$ cat src/rtl/restoring_divider.sv
// Iterative unsigned restoring divider: one quotient bit per clock, with the
// restore decision taken from a subtractor's borrow output.

module subtractor #(
   parameter int WIDTH = 5
) (
   input  logic [WIDTH-1:0] a,
   input  logic [WIDTH-1:0] b,
   output logic [WIDTH-1:0] result,
   output logic             borrow
);
   assign {borrow, result} = {1'b0, a} - {1'b0, b};
endmodule

module restoring_divider #(
   parameter int WIDTH = 4
) (
   input  logic             clk,
   input  logic             rst_n,
   input  logic             start,
   input  logic [WIDTH-1:0] dividend,
   input  logic [WIDTH-1:0] divisor,
   output logic             busy,
   output logic             done,
   output logic [WIDTH-1:0] quotient,
   output logic [WIDTH-1:0] remainder,
   output logic             div_by_zero
);
   localparam int CW = $clog2(WIDTH + 1);

   typedef enum logic [1:0] {IDLE, RUN, DONE} state_t;

   state_t           state;
   logic [WIDTH-1:0] q_reg, dvs_reg, q_next;
   logic [WIDTH:0]   r_reg, shifted, diff, r_next;
   logic [CW-1:0]    cnt;
   logic             borrow;

   // R never exceeds the divisor, so its top bit stays zero and drops out of the shift.
   logic unused_r_msb;
   assign unused_r_msb = r_reg[WIDTH];

   assign shifted = {r_reg[WIDTH-1:0], q_reg[WIDTH-1]};

   subtractor #(.WIDTH(WIDTH + 1)) u_sub (
      .a      (shifted),
      .b      ({1'b0, dvs_reg}),
      .result (diff),
      .borrow (borrow)
   );

   assign r_next = borrow ? shifted : diff;
   assign q_next = {q_reg[WIDTH-2:0], ~borrow};

   always_ff @(posedge clk or negedge rst_n) begin
      if (!rst_n) begin
         state       <= IDLE;
         q_reg       <= '0;
         r_reg       <= '0;
         dvs_reg     <= '0;
         cnt         <= '0;
         busy        <= 1'b0;
         done        <= 1'b0;
         quotient    <= '0;
         remainder   <= '0;
         div_by_zero <= 1'b0;
      end else begin
         case (state)
            IDLE, DONE: begin
               done <= 1'b0;
               state <= IDLE;
               if (start) begin
                  if (divisor != '0) begin
                     q_reg       <= dividend;
                     r_reg       <= '0;
                     dvs_reg     <= divisor;
                     cnt         <= CW'(WIDTH);
                     div_by_zero <= 1'b0;
                     busy        <= 1'b1;
                     state       <= RUN;
                  end else begin
                     // Zero divisor resolves immediately without iterating.
                     quotient    <= '1;
                     remainder   <= dividend;
                     div_by_zero <= 1'b1;
                     done        <= 1'b1;
                     state       <= DONE;
                  end
               end
            end
            RUN: begin
               q_reg <= q_next;
               r_reg <= r_next;
               cnt   <= cnt - CW'(1);
               if (cnt == CW'(1)) begin
                  quotient  <= q_next;
                  remainder <= r_next[WIDTH-1:0];
                  busy      <= 1'b0;
                  done      <= 1'b1;
                  state     <= DONE;
               end
            end
            default: state <= IDLE;
         endcase
      end
   end
endmodule

$ cat config.mk
export PLATFORM = sky130hd
export DESIGN_NAME = restoring_divider
export DESIGN_NICKNAME = d
export VERILOG_FILES = /design/src/rtl/restoring_divider.sv
export SDC_FILE = /design/constraint.sdc
export NUM_CORES = 1
export LEC_CHECK = 0
export BUFFER_PORTS_ARGS = -buffer_cell sky130_fd_sc_hd__buf_4
export CAP_MARGIN = 20
export CORE_ASPECT_RATIO = 0.9
export CORE_MARGIN = 3
export CORE_UTILIZATION = 49
export DETAILED_ROUTE_END_ITERATION = 16
export HOLD_SLACK_MARGIN = 0.02
export PLACE_DENSITY_LB_ADDON = 0.12
export SYNTH_ARGS = -nofsm -noshare
export SYNTH_HDL_FRONTEND = slang
export SYNTH_SLANG_ARGS = --single-unit
$ cat constraint.sdc
create_clock -name clk -period 1.7 [get_ports clk]
set_input_delay 0.34 -clock clk [delete_from_list [all_inputs] [get_ports clk]]
set_output_delay 0.34 -clock clk [all_outputs]
set_load 0.05 [all_outputs]
==> summary.txt, run 1 <==
Job
  • Max Cap Viol: 0

Synthesis
  • Avg Cell Area, Syn: 10.2 um^2
  • Synth Flop Type: dfrtp_1
  • Post-Syn Instances: around 140
  • Sequential area share after synthesis: 0.505
  • Synth unique cells: 36
  • Synthesized Nets: around 150
  • Flops & latches, synth: 28
  • YS warnings: 0
  • Post-synth EDFFs: 0
  • Async S/R FF share, synth: 1.00
  • Synth Cell Area: roughly 1400 um^2

Pwr
  • VDD IR max: roughly 1.1 mV
  • Sequential Power Share: 0.270
  • Combinational power share: 0.658
  • Cell Pwr Density: between 2000 and 2500 nW/um^2
  • Internal: roughly 0.0024 W
  • Net Switching: 0.00199 W
  • Part of the power in the clock network: 0.071
  • Pwr Total: approximately 0.0044 W
  • Net Sw Frac: 0.451
  • P_leak: approximately 0.85 nW

Clock network
  • Clk_lat worst skew: between 300 and 400 ps
  • CTS H-tree lvls: 1
  • Clk buf depth: 2
  • Reg clk slew, reported paths: 140 ps
  • CTS Sinks: 28
  • CTS tree: done
  • CTS buffer count: 3
  • Root Buffer: clkbuf_4

Routing
  • Via/cell ratio: approximately 5.4
  • Post-route antenna net violation count: 0
  • Vias post-DR: approximately 1,100
  • DRT iter0 DRCs: 63
  • Total Wirelength: a little over 3000 um
  • DR WL/cell: 14.4 um
  • DRT Pass-1 Iters: 4
  • Residual DRC: 0

Layout
  • Layout area overhead: 33.0%
  • Share of layout cells above drive strength 1: 0.385
  • N_diodes: 0
  • Final #Nets: just under 200
  • Post-Layout Inst Area: around 1800 um^2
  • # fillers: about 210

Timing
  • RSZ-0062 raised after global routing: true
  • Crit path time final: 1740 ps
  • Skew final: between 8 and 9 ps
  • Final setup fails: 3
  • Worst-Margin Slew: 352 ps
  • Final Cycle Share: 1.02
  • Final slew viol count: 0
  • FMAX: roughly 0.57 GHz
  • Final Hold Viols: 0
  • Slew Limit Headroom: 0.766
  • Final worst slack: -40.2 ps

Outcome
  • Outcome: finished with violations
  • Failing checks: setup timing

Die
  • I/O pin cnt: 22
  • FP Rows: 17
  • Placeable Area: about 2600 um^2
  • Initial core utilization: 0.540
  • Die H: roughly 57 um
  • Die X: 62.1 um
  • Die Area: 3510 um^2

Worst setup path
  • RR Endpoint: remainder[2]
  • R2r startpoint: dvs_reg[1]
  • Critical Path RT: slightly below 2000 ps
  • Critical-path maximum fanout: 3
  • Reg2Reg Depth: 8
  • Worst setup EP type: flop
  • Crit path DAT: slightly below 2000 ps
  • Setup crit start kind: flop
  • Crit Path Class: flop to flop
  • Reg-to-reg slack, setup: -40 ps

Placed design
  • Post-placement worst setup slack: -113 ps
  • Gp weighted congestion: roughly 0.9
  • DP Area: between 1500 and 2000 um^2
  • Port bufs: 21
  • DP HPWL: between 2000 and 2500 um

Min path
  • Hold path cells: 3
  • Hold_sp: divisor[3]
  • Hold EP: dvs_reg[3]
  • Worst min-delay path category: input pin to flop

Global route
  • Total GRT Usage: 0.189
  • Vias in the first global route: 1,125
  • Initial antenna violation count: 0
  • First-pass GRT wire length: about 5300 um
  • Largest net degree at the start of global routing: 29
  • Grt total ovfl: 0
## power by group through the flow
stage | sequential (W) | combinational (W) | clock (W)
after floorplan | 0.00155 | 0.00127 | 0
after global placement | 0.00117 | 0.00242 | 0
after detailed placement | 0.00119 | 0.00247 | 0
after CTS | 0.00118 | 0.00276 | 0.000325
after global routing | 0.00123 | 0.00317 | 0.000355
final | 0.00119 | 0.00290 | 0.000314
## metrics by stage
step | cells | util | TNS (ps) | hold WS (ps)
finish | 212 | 0.718 | -83.1 | 219
global route | 212 | 0.718 | -575 | 216
CTS | 210 | 0.699 | -7.93 | 219
detailed placement | 205 | 0.651 | -253 | 276
global placement | 205 | 0.651 | -57.2 | 274
floorplan | 136 | - | 0 | 44.4
## synth_stat cells (2+ instances only)
master | number | area share
dfrtp_1 | 28 | 0.50
nand2_1 | 26 | 0.070
inv_1 | 8 | 0.022
nor2_1 | 8 | 0.022
o21ai_0 | 7 | 0.025
o22a_1 | 7 | 0.044
ha_1 | 6 | 0.054
a31oi_1 | 5 | 0.023
a21o_1 | 4 | 0.022
nor2b_1 | 4 | 0.018
nor3_1 | 3 | 0.011
a21oi_1 | 2 | 0.0072
buf_6 | 2 | 0.016
clkbuf_1 | 2 | 0.0054
o21a_1 | 2 | 0.011
o21ai_2 | 2 | 0.013
## final cells by class
cell class	instances	area, um^2	share of cell area
multi-input cells	94	726	0.393
flip-flops and latches	28	701	0.379
inverters	8	30.0	0.0163
clock buffers	4	36.3	0.0196
well taps	38	47.5	0.0257
repair buffers	40	307	0.166
## how the worst max path moves through the flow
stage | cells after the start | slack, ps | to | start
3_3_place_gp | 7 | -30 | remainder[2] | dvs_reg[1]
3_5_place_dp | 7 | -110 | remainder[2] | dvs_reg[1]
2_1_floorplan | 7 | 30 | remainder[2] | q_reg[3]
5_1_grt | 8 | -110 | remainder[0] | dvs_reg[1]
4_1_cts | 8 | -6 | remainder[2] | dvs_reg[1]
6_report | 8 | -40 | remainder[2] | dvs_reg[1]
## kinds of logic after synthesis
group	share of synthesized area
compound gates	0.186
xor+xnor	0.00631
flops	0.505
fa+ha+maj	0.0685
simple gates	0.186
buf+inv	0.0495
## layout by cell type, fill, tap and decap left out, types with 2 or more instances in the layout
cell type	count
o21ai_0	7
inv_1	7
nor2b_1	3
clkbuf_4	3
nor2_1	8
a21oi_1	2
ha_4	3
o21ai_2	2
a21o_1	4
a31oi_1	4
nand2_1	25
nor3_4	2
o22a_1	7
o21a_1	2
dfrtp_1	28
ha_1	2
buf_4	38
## worst max-delay path, stage by stage, from the launching register on
cell and delay, ps:
dfrtp_1 400, inv_2 90, ha_4 200, nor2b_4 130, o31a_1 330, buf_6 150, nor3_4 130, a211oi_2 60
o22a_1 170
## layer usage
metal / up-vias / wire length [um] / GRT usage
li1: 543 / - / -
met1: 554 / 1410 / 0.261
met2: 36 / 1430 / 0.308
met3: 2 / 201 / 0.0480
met4: 0 / 12 / 0.0284
met5: - / 0 / 0
## repair_timing
action                                 CTS  global route
cloned                                   0             0
setup buffers                            0             2
pin swaps                                6             4
endpoints found under the hold margin   28             0
gates resized for setup                 15             5
setup endpoints to repair                8             9
hold buffers                             1             0
Power figures use the tool's default switching activity.
==> run 2, diff against run 1 <==
Settings changed: PLACE_DENSITY from default to 0.73, PLACE_DENSITY_LB_ADDON 0.12 to default.
==> summary.txt, run 2 (synthesis results as in run 1) <==
Routing
  • Via/cell ratio: 5.29 (-1.3%)
  • Total Wirelength: 3250 um (+6.2%)
  • Vias post-DR: 1,110 (-2.2%)
  • DRT iter0 DRCs: 27 (-57%)
  • Residual DRC: 0 (unchanged)
  • DR WL/cell: 15.5 um (+7.2%)
  • Post-route antenna net violation count: 0 (unchanged)
  • DRT Pass-1 Iters: 4 (unchanged)

Layout
  • N_diodes: 0 (unchanged)
  • Layout Cells excl Fill: 210 (-0.94%)
  • Share of layout cells above drive strength 1: 0.372 (-0.0130)
  • Layout area overhead: 30.8%
  • Post-layout util: 0.706 (-0.0117)
  • Most common cell after layout, fill and taps aside: buf_4
  • # fillers: 198 (-4.3%)
  • Final #Nets: 191 (-1.0%)
  • Post-Layout Inst Area: 1820 um^2 (-1.6%)
  • Commonest non-fill, non-tap cells in the layout: 36 x buf_4, 28 x dfrtp_1, 25 x nand2_1

Clock network
  • CTS H-tree lvls: 1 (unchanged)
  • CTS tree: done
  • Root Buffer: clkbuf_4
  • Clk buf depth: 2 (unchanged)
  • Post-CTS Setup Bufs: 0 (unchanged)
  • Reg clk slew, reported paths: 140 ps (about the same)
  • CTS Sinks: 28 (unchanged)
  • CTS buffer count: 3 (unchanged)
  • Clk_lat worst skew: 330 ps (about the same)

Timing
  • Skew final: 1.85 ps (-6.46 ps)
  • Final slew viol count: 0 (unchanged)
  • Final Cycle Share: 1.03 (+0.00779)
  • Slew Limit Headroom: 0.761 (-0.00484)
  • Final Hold Viols: 0 (unchanged)
  • FMAX: 0.570 GHz (-0.76%)
  • Final setup fails: 4 (+1)
  • RSZ-0062 raised after global routing: true
  • Worst-Margin Slew: 359 ps (+7.26 ps)
  • Final worst slack: -53.4 ps (-13.2 ps)
  • Crit path time final: 1750 ps (+13.2 ps)
  • Hold slack: 218 ps (-1.89 ps)

Global route
  • Grt total ovfl: 0 (unchanged)
  • First-pass GRT wire length: 5230 um (-0.38%)
  • Total GRT Usage: 0.184 (-0.00559)
  • Largest net degree at the start of global routing: 29 (unchanged)
  • Vias in the first global route: 1,139 (+1.2%)
  • Initial antenna violation count: 0 (unchanged)

Worst setup path
  • Critical-path maximum fanout: 3 (unchanged)
  • R2r startpoint: r_reg[0]
  • Crit path DAT: 2030 ps (+60 ps)
  • Critical Path RT: 1980 ps (+50 ps)
  • Setup crit start kind: flop
  • Worst setup EP type: flop
  • RR Endpoint: remainder[0]
  • Worst setup path start: r_reg[0]
  • Reg-to-reg slack, setup: -50 ps (about the same)
  • Reg2Reg Depth: 7 (-1)
  • Crit path to: remainder[0]
  • Crit Path Class: flop to flop

Placed design
  • DP HPWL: 2320 um (+2.0%)
  • Gp weighted congestion: 0.871 (-0.35%)
  • Port bufs: 21 (unchanged)
  • DP Area: 1680 um^2 (unchanged)
  • DP Cell Count: 205 (unchanged)

Die
  • FP Rows: 17 (unchanged)
  • Placeable Area: 2570 um^2 (unchanged)
  • Initial core utilization: 0.540 (unchanged)
  • Die X: 62.1 um (unchanged)
  • Die H: 56.5 um (unchanged)
  • Die Area: 3510 um^2 (unchanged)
  • I/O pin cnt: 22 (unchanged)

Job
  • Max Cap Viol: 0 (unchanged)

Outcome
  • Outcome: finished with violations
  • Failing checks: setup timing

Min path
  • Worst min-delay path category: input pin to flop
[run 2: cell count changes in the layout (fill, tap and decap cells not counted), sizes merged]
cell,before,now
buf,39,37
[run 2: final cells by class]
| class | instances | area (um^2) | share of cell area |
|---|---|---|---|
| repair buffers | 38 | 292 | 0.160 |
| flip-flops and latches | 28 | 701 | 0.386 |
| clock buffers | 4 | 36.3 | 0.0200 |
| multi-input cells | 94 | 711 | 0.391 |
| inverters | 8 | 30.0 | 0.0165 |
| well taps | 38 | 47.5 | 0.0262 |
[run 2: worst min path at each step]
stage | start | to | slack (ps) | cells past startpoint
after CTS | divisor[3] | dvs_reg[3] | 210 | 3
after floorplan | rst_n | busy | 40 | 0
after global routing | divisor[0] | dvs_reg[0] | 210 | 2
after detailed placement | rst_n | dvs_reg[3] | 280 | 1
final | divisor[3] | dvs_reg[3] | 220 | 3
after global placement | rst_n | dvs_reg[3] | 280 | 1
[run 2: stage by stage]
stage	setup slack [ps]	setup TNS, ps
finish	-53.4	-107
global route	-128	-565
CTS	-43.2	-154
detailed placement	-58.3	-107
global placement	0.974	0
floorplan	26.6	0
[run 2: layer usage]
metal / vias to the layer above / global-route usage / share of wire
met2: 18 / 0.302 / 0.50
met4: 0 / 0.0252 / 0.0028
li1: 538 / - / -
met5: - / 0 / 0
met1: 552 / 0.256 / 0.46
met3: 2 / 0.0400 / 0.035
[run 2: timing repair]
item                       in CTS  in global routing
gates cloned                    0                  0
pin swaps                       2                  5
gates resized for setup         4                 16
setup endpoints to repair       8                 10
hold endpoints to repair       28                  0
hold buffers                    1                  0
[run 2: critical path: stages, from the launching register on]
cell	delay [ps]
dfrtp_1	420
ha_1	290
nor2b_4	140
o31a_1	280
buf_6	150
nor3_4	110
o21a_1	180
o22a_1	130
Power of run 2 is left out: the tool's default activity adds up to more than one toggle a clock period on the data nets, which glitch-free logic cannot reach.
==> run 3, diff against run 2 <==
Settings changed: CORE_UTILIZATION 49 to 45, PLACE_DENSITY 0.73 to 0.68.
==> summary.txt, run 3 (synthesis results as in run 1) <==
Timing
  • Final Hold Viols: 0 (unchanged)
  • Crit path time final: 1790 ps (+41.2 ps)
  • Final setup fails: 6 (+2)
  • Skew final: 7.45 ps (+5.60 ps)
  • Worst-Margin Slew: 371 ps (+12.3 ps)
  • FMAX: 0.557 GHz (-2.3%)
  • Final Cycle Share: 1.06 (+0.0242)
  • Final worst slack: -94.6 ps (-41.2 ps)
  • Slew Limit Headroom: 0.752 (-0.00914)
  • Final slew viol count: 0 (unchanged)
  • RSZ-0062 raised after global routing: true

Clock network
  • CTS buffer count: 3 (unchanged)
  • CTS tree: done
  • Clk buf depth: 2 (unchanged)
  • Reg clk slew, reported paths: 160 ps (+20 ps)
  • CTS Sinks: 28 (unchanged)
  • Root Buffer: clkbuf_4
  • CTS H-tree lvls: 1 (unchanged)
  • Clk_lat worst skew: 340 ps (about the same)

Die
  • Die Area: 3790 um^2 (+8.0%)
  • I/O pin cnt: 22 (unchanged)
  • Initial core utilization: 0.489 (-0.0502)
  • Die X: 64.6 um (+3.9%)
  • Placeable Area: 2840 um^2 (+10%)
  • Die H: 58.7 um (+3.9%)
  • FP Rows: 18 (+1)

Routing
  • DR WL/cell: 15.3 um (-0.99%)
  • Post-route antenna net violation count: 0 (unchanged)
  • DRT Pass-1 Iters: 5 (+1)
  • Via/cell ratio: 5.33 (+0.78%)
  • Total Wirelength: 3280 um (+0.89%)
  • DRT iter0 DRCs: 58 (+110%)
  • Residual DRC: 0 (unchanged)
  • Vias post-DR: 1,140 (+2.7%)

Placed design
  • DP HPWL: 2250 um (-2.9%)
  • Port bufs: 21 (unchanged)
  • Gp weighted congestion: 0.966 (+11%)

Worst setup path
  • Slowest-stage cell, CP: dfrtp_1
  • Critical Path RT: 1990 ps (about the same)
  • Worst path bufs/invs: 2 (+1)
  • Worst setup EP type: flop
  • Cell family with most CP delay: compound AO/OA/AOI/OAI gates
  • Crit Path Class: flop to flop
  • Worst stage delay on the critical path: 400 ps (-20 ps)
  • Critical-path cell list: inv_2 > ha_4 > nor2b_4 > o31a_1 > buf_6 > nor3_4 > o21a_1 > o22a_1
  • Critical-path maximum fanout: 3 (unchanged)
  • Crit path DAT: 2090 ps (+60 ps)
  • Setup crit start kind: flop

Global route
  • First-pass GRT wire length: 5320 um (+1.7%)
  • Total GRT Usage: 0.183 (-0.000224)
  • Largest net degree at the start of global routing: 29 (unchanged)
  • Vias in the first global route: 1,173 (+3.0%)
  • Grt total ovfl: 0 (unchanged)
  • Initial antenna violation count: 0 (unchanged)

Outcome
  • Outcome: finished with violations
  • Failing checks: setup timing

Layout
  • Post-layout util: 0.662 (-0.0441)
  • Share of layout cells above drive strength 1: 0.391 (+0.0187)
  • N_diodes: 0 (unchanged)
  • Final #Nets: 193 (+1.0%)
  • Commonest non-fill, non-tap cells in the layout: 38 x buf_4, 28 x dfrtp_1, 25 x nand2_1
  • Layout area overhead: 35.2%
  • Most common cell after layout, fill and taps aside: buf_4

Min path
  • Worst min-delay path category: input pin to flop

Job
  • Max Cap Viol: 0 (unchanged)
[run 3: through the flow]
step                std cells  TNS [ps]  hold slack (ps)  instance area, um^2  setup WS (ps)
floorplan                 136         0             44.4                 1390           26.6
global placement          206     -2.56              277                 1670          -2.56
detailed placement        206     -37.6              280                 1670          -37.6
CTS                       211     -6.90              208                 1760          -6.90
global route              214      -812              200                 1880           -160
finish                    214      -322              209                 1880          -94.6
[run 3: worst reg2reg max path, delay by kind of cell, from the launching register on]
kind            cells  cell delay (ps)
compound gates      3              680
flops               1              400
simple gates        2              250
buf+inv             2              220
fa+ha+maj           1              200
[run 3: timing repair]
item                                    in CTS  in global routing
hold endpoints to repair                    28                  0
pin swaps                                    1                  7
setup buffers                                0                  3
endpoints found under the setup margin       5                 10
gates resized for setup                      5                 17
hold buffers                                 1                  0
[run 3: worst paths after layout]
check / from / end / slack (ps) / depth (start not counted)
worst min-delay path: divisor[2] / dvs_reg[2] / 210 / 3
max in group asynchronous: rst_n / q_reg[3] / 1000 / 2
worst max-delay path: dvs_reg[1] / remainder[0] / -90 / 8
worst max register to register: dvs_reg[1] / remainder[0] / -90 / 8
worst min register to register: busy / busy / 510 / 2
min in group asynchronous: rst_n / dvs_reg[0] / 440 / 2
[run 3: layer usage]
metal | share of wire | global-route usage | routed length [um]
met1 | 0.47 | 0.257 | 1550
met2 | 0.45 | 0.290 | 1460
met3 | 0.070 | 0.0344 | 229
met4 | 0.011 | 0.0602 | 35
met5 | 0 | 0 | 0
[run 3: area by class of cell]
| class | count | area (um^2) |
|---|---|---|
| Clock inverter | 1 | 30.0 |
| Fill cell | 233 | 960 |
| Sequential cell | 28 | 701 |
| Multi-Input combinational cell | 94 | 738 |
| Clock buffer | 3 | 22.5 |
| Timing Repair Buffer | 40 | 307 |
| Tap cell | 40 | 50.0 |
| Inverter | 8 | 30.0 |
Power of run 3 is left out for the same reason.
